[src/rtl/universal_sync_fifo_if.sv]
// Handshake and data bundle between a producer/consumer and the FIFO.
// The master side drives requests and write data; the slave (FIFO) side
// returns registered read data and the occupancy flags.
interface universal_sync_fifo_if #(
   parameter int DATA_WIDTH = 32
);
   logic                  cs;
   logic                  wr_en;
   logic                  rd_en;
   logic [DATA_WIDTH-1:0] data_in;
   logic [DATA_WIDTH-1:0] data_out;
   logic                  empty;
   logic                  full;

   modport master (
      output cs, wr_en, rd_en, data_in,
      input  data_out, empty, full
   );

   modport slave (
      input  cs, wr_en, rd_en, data_in,
      output data_out, empty, full
   );
endinterface : universal_sync_fifo_if

[src/rtl/universal_sync_fifo.sv]
// Single-clock FIFO with chip-select gated ports, registered read data and
// combinational full/empty flags. Pointers carry one extra wrap bit so that
// full and empty are distinguishable when the index bits match.
module universal_sync_fifo #(
   parameter int FIFO_DEPTH = 8,
   parameter int DATA_WIDTH = 32
) (
   input  logic                 clk,
   input  logic                 rst,
   universal_sync_fifo_if.slave bus
);

   localparam int ADDR_W = $clog2(FIFO_DEPTH);
   localparam int PTR_W  = ADDR_W + 1;

   logic [PTR_W-1:0]      wr_ptr_q, wr_ptr_d;
   logic [PTR_W-1:0]      rd_ptr_q, rd_ptr_d;
   logic [DATA_WIDTH-1:0] data_out_q, data_out_d;
   logic [DATA_WIDTH-1:0] mem_q [FIFO_DEPTH];

   logic empty;
   logic full;
   logic wr_accept;
   logic rd_accept;

   // Flags come straight from the pointer registers, so they reflect an
   // accepted transfer in the cycle after its edge.
   assign empty = (wr_ptr_q == rd_ptr_q);
   assign full  = (wr_ptr_q[ADDR_W-1:0] == rd_ptr_q[ADDR_W-1:0]) &&
                  (wr_ptr_q[ADDR_W] != rd_ptr_q[ADDR_W]);

   // Each port is judged against the pre-edge flags; a write into an empty
   // FIFO therefore never falls through to data_out in the same cycle.
   assign wr_accept = bus.cs & bus.wr_en & ~full;
   assign rd_accept = bus.cs & bus.rd_en & ~empty;

   assign bus.data_out = data_out_q;
   assign bus.empty    = empty;
   assign bus.full     = full;

   // Next-state for pointers and read data register.
   always_comb begin
      // NOTE: every output gets a hold default first so no path leaves it unassigned (no latch).
      wr_ptr_d   = wr_ptr_q;
      rd_ptr_d   = rd_ptr_q;
      data_out_d = data_out_q;
      if (wr_accept) begin
         wr_ptr_d = wr_ptr_q + PTR_W'(1);
      end
      if (rd_accept) begin
         rd_ptr_d   = rd_ptr_q + PTR_W'(1);
         data_out_d = mem_q[rd_ptr_q[ADDR_W-1:0]];
      end
   end

   // Control state: pointers and registered read data, cleared asynchronously.
   always_ff @(posedge clk or posedge rst) begin
      if (rst) begin
         // NOTE: non-blocking assignments keep every flop sampling pre-edge values.
         wr_ptr_q   <= '0;
         rd_ptr_q   <= '0;
         data_out_q <= '0;
      end else begin
         wr_ptr_q   <= wr_ptr_d;
         rd_ptr_q   <= rd_ptr_d;
         data_out_q <= data_out_d;
      end
   end

   // Storage array write port.
   // NOTE: the array has no reset; its contents are unreachable until written, and a reset would block RAM inference.
   always_ff @(posedge clk) begin
      if (wr_accept) begin
         mem_q[wr_ptr_q[ADDR_W-1:0]] <= bus.data_in;
      end
   end

endmodule : universal_sync_fifo

[src/flat_wrapper.sv]
// flat-port wrapper written by rule: the top's interface ports become plain ports
module universal_sync_fifo_flat 
#(
   parameter int FIFO_DEPTH = 8,
   parameter int DATA_WIDTH = 32
)
  (clk, rst, bus_cs, bus_wr_en, bus_rd_en, bus_data_in, bus_data_out, bus_empty, bus_full);
  universal_sync_fifo_if #(.DATA_WIDTH(DATA_WIDTH)) bus_i ();
  input  logic clk;
  input  logic rst;
  input wire logic [$bits(bus_i.cs)-1:0] bus_cs;
  input wire logic [$bits(bus_i.wr_en)-1:0] bus_wr_en;
  input wire logic [$bits(bus_i.rd_en)-1:0] bus_rd_en;
  input wire logic [$bits(bus_i.data_in)-1:0] bus_data_in;
  output wire logic [$bits(bus_i.data_out)-1:0] bus_data_out;
  output wire logic [$bits(bus_i.empty)-1:0] bus_empty;
  output wire logic [$bits(bus_i.full)-1:0] bus_full;
  assign bus_i.cs = bus_cs;
  assign bus_i.wr_en = bus_wr_en;
  assign bus_i.rd_en = bus_rd_en;
  assign bus_i.data_in = bus_data_in;
  assign bus_data_out = bus_i.data_out;
  assign bus_empty = bus_i.empty;
  assign bus_full = bus_i.full;
  universal_sync_fifo #(.FIFO_DEPTH(FIFO_DEPTH), .DATA_WIDTH(DATA_WIDTH)) u_core (.clk(clk), .rst(rst), .bus(bus_i));
endmodule
[config.mk]
export PLATFORM = sky130hd
export DESIGN_NAME = universal_sync_fifo_flat
export DESIGN_NICKNAME = d
export VERILOG_FILES = /design/src/rtl/universal_sync_fifo_if.sv /design/src/rtl/universal_sync_fifo.sv /design/src/flat_wrapper.sv
export SDC_FILE = /design/constraint.sdc
export NUM_CORES = 1
export LEC_CHECK = 0
export ABC_AREA = 1
export ABC_CLOCK_PERIOD_IN_PS = 8200
export BUFFER_PORTS_ARGS = -buffer_cell sky130_fd_sc_hd__buf_2
export CELL_PAD_IN_SITES_DETAIL_PLACEMENT = 0
export CELL_PAD_IN_SITES_GLOBAL_PLACEMENT = 1
export CORE_ASPECT_RATIO = 1.75
export CORE_MARGIN = 3
export CORE_UTILIZATION = 52
export CTS_BUF_LIST = sky130_fd_sc_hd__clkbuf_16
export DETAILED_ROUTE_END_ITERATION = 10
export GPL_ROUTABILITY_DRIVEN = 0
export PLACE_DENSITY_LB_ADDON = 0.1
export SLEW_MARGIN = 40
export SYNTH_ARGS = -nofsm -noshare
export SYNTH_HDL_FRONTEND = slang
export SYNTH_SLANG_ARGS = --single-unit
[constraint.sdc]
create_clock -name clk -period 8.2 [get_ports clk]
set_input_delay 1.23 -clock clk [delete_from_list [all_inputs] [get_ports clk]]
set_output_delay 1.23 -clock clk [all_outputs]
set_load 0.02 [all_outputs]
Yosys cells after proc, flatten, opt, wreduce, memory -nomap -nowiden
Memory sizes are Yosys's and may differ from the RTL's. A register that Yosys moved wholly into a read port is not among the register bits.
Index checks and enable logic that the tools add are counted.
W data, S select, Z words.
- register bits: 8
- latch bits: 0
- RAM bits: 256
- bits in read-only memories: 0
- input port bits: 37
- memories: 1
- memories (name ; words ; width ; read ports ; clocked after Yosys merged registers in ; wr ports ; RTL line ; text):
    u_core.mem_q ; 8 ; 32 ; 1 ; 1 ; 1 ; universal_sync_fifo.sv:19 ; logic [DATA_WIDTH-1:0] mem_q [FIFO_DEPTH];
- add/subtract/negate cells: 2
- multipliers: 0
- div/mod/pow operators: 0
- order comparisons: 0
- equality and inequality tests: 3
- shift-type cells: 0
- multiplexer cells: 2
- bitwise logic cells: 6
- reduce and logical (&&, ||, !) cells: 1
- operators by type and width (kind ; number):
    $add A4 B1 Y4 const B ; 2
    $and A1 B1 Y1 ; 4
    $eq A4 B4 Y1 ; 1
    $eq A3 B3 Y1 ; 1
    $mux W1 ; 2
    $not A1 Y1 ; 2
    $logic_and A1 B1 Y1 ; 1
    $ne A1 B1 Y1 ; 1

Depth between registers and ports, before layout
- word-level depth: 6
- depth in mapped cells: 11
- depth with buffers taken out: 9

Least setup slack after synthesis
No wires, ideal clock.
- path kind: input port to flip-flop
- from: in bus_cs
- to: mem u_core.mem_q[0][0], enable pin
- library setup time: 0.421 ns
- arrival time: 2.889 ns
- required time: 7.779 ns
- slack: 4.890 ns
- stages: 4
- path through: nand2_1 > inv_1 > nand2_1 > nor2_1
- cells in the longest elaborated chain, start to end: 4
- ends and longest elaborated chain (what ; RTL line ; text):
    start, declared ; flat_wrapper.sv:11 ; input wire logic [$bits(bus_i.cs)-1:0] bus_cs;
    $and A1 B1 Y1 (2 in series) ; universal_sync_fifo.sv:34 ; assign wr_accept = bus.cs & bus.wr_en & ~full;
    $mux W1 ; universal_sync_fifo.sv:73 ; if (wr_accept) begin
    $mux W1 (not written as such) ; universal_sync_fifo.sv:74 ; mem_q[wr_ptr_q[ADDR_W-1:0]] <= bus.data_in;
    end, declared ; universal_sync_fifo.sv:19 ;
No other way between the ends.

Worst setup path in the final report
- from: reg u_core.rd_ptr_q[0]
- to: out bus_full
- cells in the longest elaborated chain, start to end: 2
- ends and longest elaborated chain (what ; RTL line ; text):
    start, declared ; universal_sync_fifo.sv:17 ; logic [PTR_W-1:0] rd_ptr_q, rd_ptr_d;
    start signal, assigned ; universal_sync_fifo.sv:65 ; rd_ptr_q <= rd_ptr_d;
    $eq A3 B3 Y1 ; universal_sync_fifo.sv:29 ; assign full = (wr_ptr_q[ADDR_W-1:0] == rd_ptr_q[ADDR_W-1:0]) &&
    $logic_and A1 B1 Y1 ; universal_sync_fifo.sv:29 ;
    end, declared ; flat_wrapper.sv:17 ; output wire logic [$bits(bus_i.full)-1:0] bus_full;
No other way between the ends.

==> results.py <==
metrics = {
    "status": {
        "outcome": "finished clean",
    },
    "clock_tree": {
        "h-tree-depth": 1,
        "ctsHoldBuffers": 0,
        "cts_resized": 0,
        "cts_tree": "yes",
        "clk_pin_slew_ns": 0.06,
        "clk_latency_ns": 0.55,
        "postCtsSetupBuffers": 0,
        "clkSinkCount": 296,
        "cts-root-buf": "clkbuf_16",
        "numCtsBuffers": 28,
        "clk_path_buf_depth": 3,
    },
    "layout": {
        "n_fill_cell": 2146,
        "area_growth_pct": 12.4,
        "final_cell_area_mm2": 0.0146,
        "regArea_mm2": 0.00869,
        "drive_above_1_share_pct": 10.9,
        "final_util_pct": 59.4,
        "multi_input_area_mm2": 0.00300,
        "nets": 1441,
    },
    "synth": {
        "yosysWarnings": 0,
        "yosysTopAreaCellShare_pct": 59.1,
        "yosysTopAreaCell": "edfxtp_1",
        "synth_cell_types": 21,
        "synth.area.top_cells": "edfxtp_1 59%, nand2_1 16%, dfrtp_1 7.7%",
        "synth_cells": 1337,
        "synth_ff_type": "edfxtp_1",
        "synthTopCellsByCount": "551 x nand2_1, 263 x inv_1, 256 x edfxtp_1",
        "postSynth.asyncResetShare_pct": 13.5,
        "ys_seq_area_share_pct": 66.8,
        "synth.cell_area_mm2": 0.0130,
        "yosysMostFrequentCell": "nand2_1",
        "synthesis.nets": 1376,
        "synth_edf_count": 256,
        "synth_seq_cells": 296,
        "avgSynthCellArea_um2": 9.73,
    },
    "placement": {
        "place_hpwl_um": 15100,
        "place_area_mm2": 0.0137,
        "io_buffers": 70,
    },
    "pwr": {
        "pwr-share-comb_pct": 32.5,
        "p_leak_nw": 6.99,
        "seqPwrFrac_pct": 41.2,
        "p_int_w": 0.00298,
        "peakVddDrop_mv": 0.194,
        "swShare_pct": 36.0,
        "switchingPower_w": 0.00167,
        "clock_power_share_pct": 26.3,
        "p_per_area_mw_per_mm2": 319,
    },
    "timing": {
        "worst_pin_slew_ns": 0.783,
        "slew_viol_final": 0,
        "setup-violations-final": 0,
        "finClkSkew_ns": 0.0133,
        "finalSetupTns_ns": 0,
        "min_period_ns": 3.93,
        "hold_viol": 0,
        "slew-limit-headroom_pct": 47.8,
        "fin_crit_sh_pct": 48.0,
        "max_freq_ghz": 0.254,
        "rsz0062_at_grt": "no",
    },
    "drt": {
        "dr.pass1.iters": 5,
        "dr.first_iter.drc_count": 445,
        "via_per_inst": 4.77,
        "postRouteWirelength_um": 26700,
        "met2_wirelength_um": 13800,
        "ant_nets": 0,
        "post_drt_wl_per_cell_um": 15.4,
        "drt-met1-wl_um": 11200,
        "vias": 8286,
        "dr_wl_met3_um": 963,
        "dr.max_layer_used": "met5",
        "drc": 0,
    },
    "critical_path": {
        "path_buf_inv": 3,
        "crit_chain": "clkinv_2 -> nand2_1 -> nand2_2 -> nand4_2 -> inv_1 -> buf_2",
        "crit_path_end_kind": "primary output",
        "crit_type": "flop to primary output",
        "crit_family": "buffers and inverters",
        "worst_ep_arrival_time_ns": 2.70,
        "cp-start-kind": "flop",
        "worstPathMaxFanout": 50,
        "worst_path_max_delay_cell": "dfrtp_4",
        "cp_slowest_stage_delay_ns": 0.71,
        "required_ns": 6.97,
    },
    "floorplanning": {
        "die_h_um": 215,
        "io_pins": 71,
        "start_util_pct": 52.8,
        "design.core.area_mm2": 0.0246,
        "die_w_um": 126,
        "die-area_mm2": 0.0270,
        "rows": 76,
    },
    "global_routing": {
        "grt_first_pass_wirelength_um": 43500,
        "grt_max_degree": 97,
        "grt_pass1_vias": 8260,
        "grt_overflow_total": 0,
        "grtUsageTotal_pct": 20.3,
        "antenna_found_initial": 1,
    },
    "job": {
        "drv_cap": 0,
    },
    "hold_path": {
        "hp-class": "flop to flop",
    },
}
## sequential cells by signal, summed over array words and instances (netlist names)
| name | flops |
|---|---|
| u_core.wr_ptr_q | 4 |
| u_core.mem_q | 256 |
| u_core.rd_ptr_q | 4 |
| u_core.bus.data_out | 32 |
## final timing paths
kind | start | end | slack, ns | depth (start not counted)
max | u_core.rd_ptr_q[0] | bus_full | 4.27 | 6
min | u_core.bus.data_out[30] | u_core.bus.data_out[30] | 0.47 | 2
max reg2reg | u_core.rd_ptr_q[0] | u_core.mem_q[3][24] | 4.82 | 8
min reg2reg | u_core.bus.data_out[30] | u_core.bus.data_out[30] | 0.47 | 2
max in group asynchronous | rst | u_core.rd_ptr_q[0] | 6.84 | 3
min in group asynchronous | rst | u_core.bus.data_out[6] | 0.85 | 3
## power groups by stage
stage	registers [W]	clock network, W	logic, W
finish	0.00192	0.00122	0.00151
global route	0.00194	0.00132	0.00174
detailed placement	0.00195	0	0.00154
floorplan	0.00201	0	0.00106
global placement	0.00195	0	0.00151
CTS	0.00192	0.00126	0.00155
## cell usage in the layout (no fill, tap or decap)
cell and instances:
buf_16 3, nand2_1 551, edfxtp_1 256, buf_6 3, buf_2 70, bufinv_16 2, dfrtp_4 1, clkinv_1 8
nand4_2 1, nand3_1 139, nor3_1 1, dfrtp_2 1, nand2_4 2, diode_2 2, xor2_1 3, buf_8 7
inv_1 269, buf_4 8, nor2_1 1, xnor2_2 1, clkbuf_16 29, dfrtp_1 38, buf_12 1, nor2_4 8
nor2_2 2, clkinv_2 6, ha_1 2, inv_2 7, nand2_2 3
## per-stage QoR
step                hold slack [ns]  cells  worst slack, ns  power, W
floorplan                     0.484   1337             4.89   0.00307
global placement              0.456   1673             4.61   0.00345
detailed placement            0.460   1683             4.76   0.00349
CTS                           0.477   1734             4.16   0.00473
global route                  0.490   1735             4.02   0.00500
finish                        0.470   1737             4.27   0.00466
## logic make-up (layout without fill, tap and decap cells)
group | Yosys count | after routing | share of synthesized area [%]
AND/OR/NAND/NOR | 708 | 708 | 22.1
buffers and inverters | 327 | 413 | 10.6
XOR/XNOR | 4 | 4 | 0.327
flip-flops | 296 | 296 | 66.8
adder cells (fa/ha/maj) | 2 | 2 | 0.192
other | 0 | 2 | 0
## layout make-up
| type | count | share of cell area (%) |
|---|---|---|
| well taps | 312 | 2.67 |
| flip-flops and latches | 296 | 59.5 |
| diodes | 2 | 0.0342 |
| inverters | 270 | 6.94 |
| multi-input cells | 714 | 20.5 |
| clock inverters | 22 | 0.967 |
| repair buffers | 92 | 4.46 |
| clock buffers | 29 | 4.96 |
## routing by layer
layer  up-vias  track usage (%)
met5         -                0
met3        39             2.76
met4         2             6.55
met2       130             36.0
li1       4259                -
met1      3856             25.7
## tightest hold or removal path, stage by stage, from the launching register on
cell and delay, ns:
dfrtp_1 0.34, nand2_1 0.05, nand2_1 0.05
No activity file was read; power rests on OpenSTA's default activity.
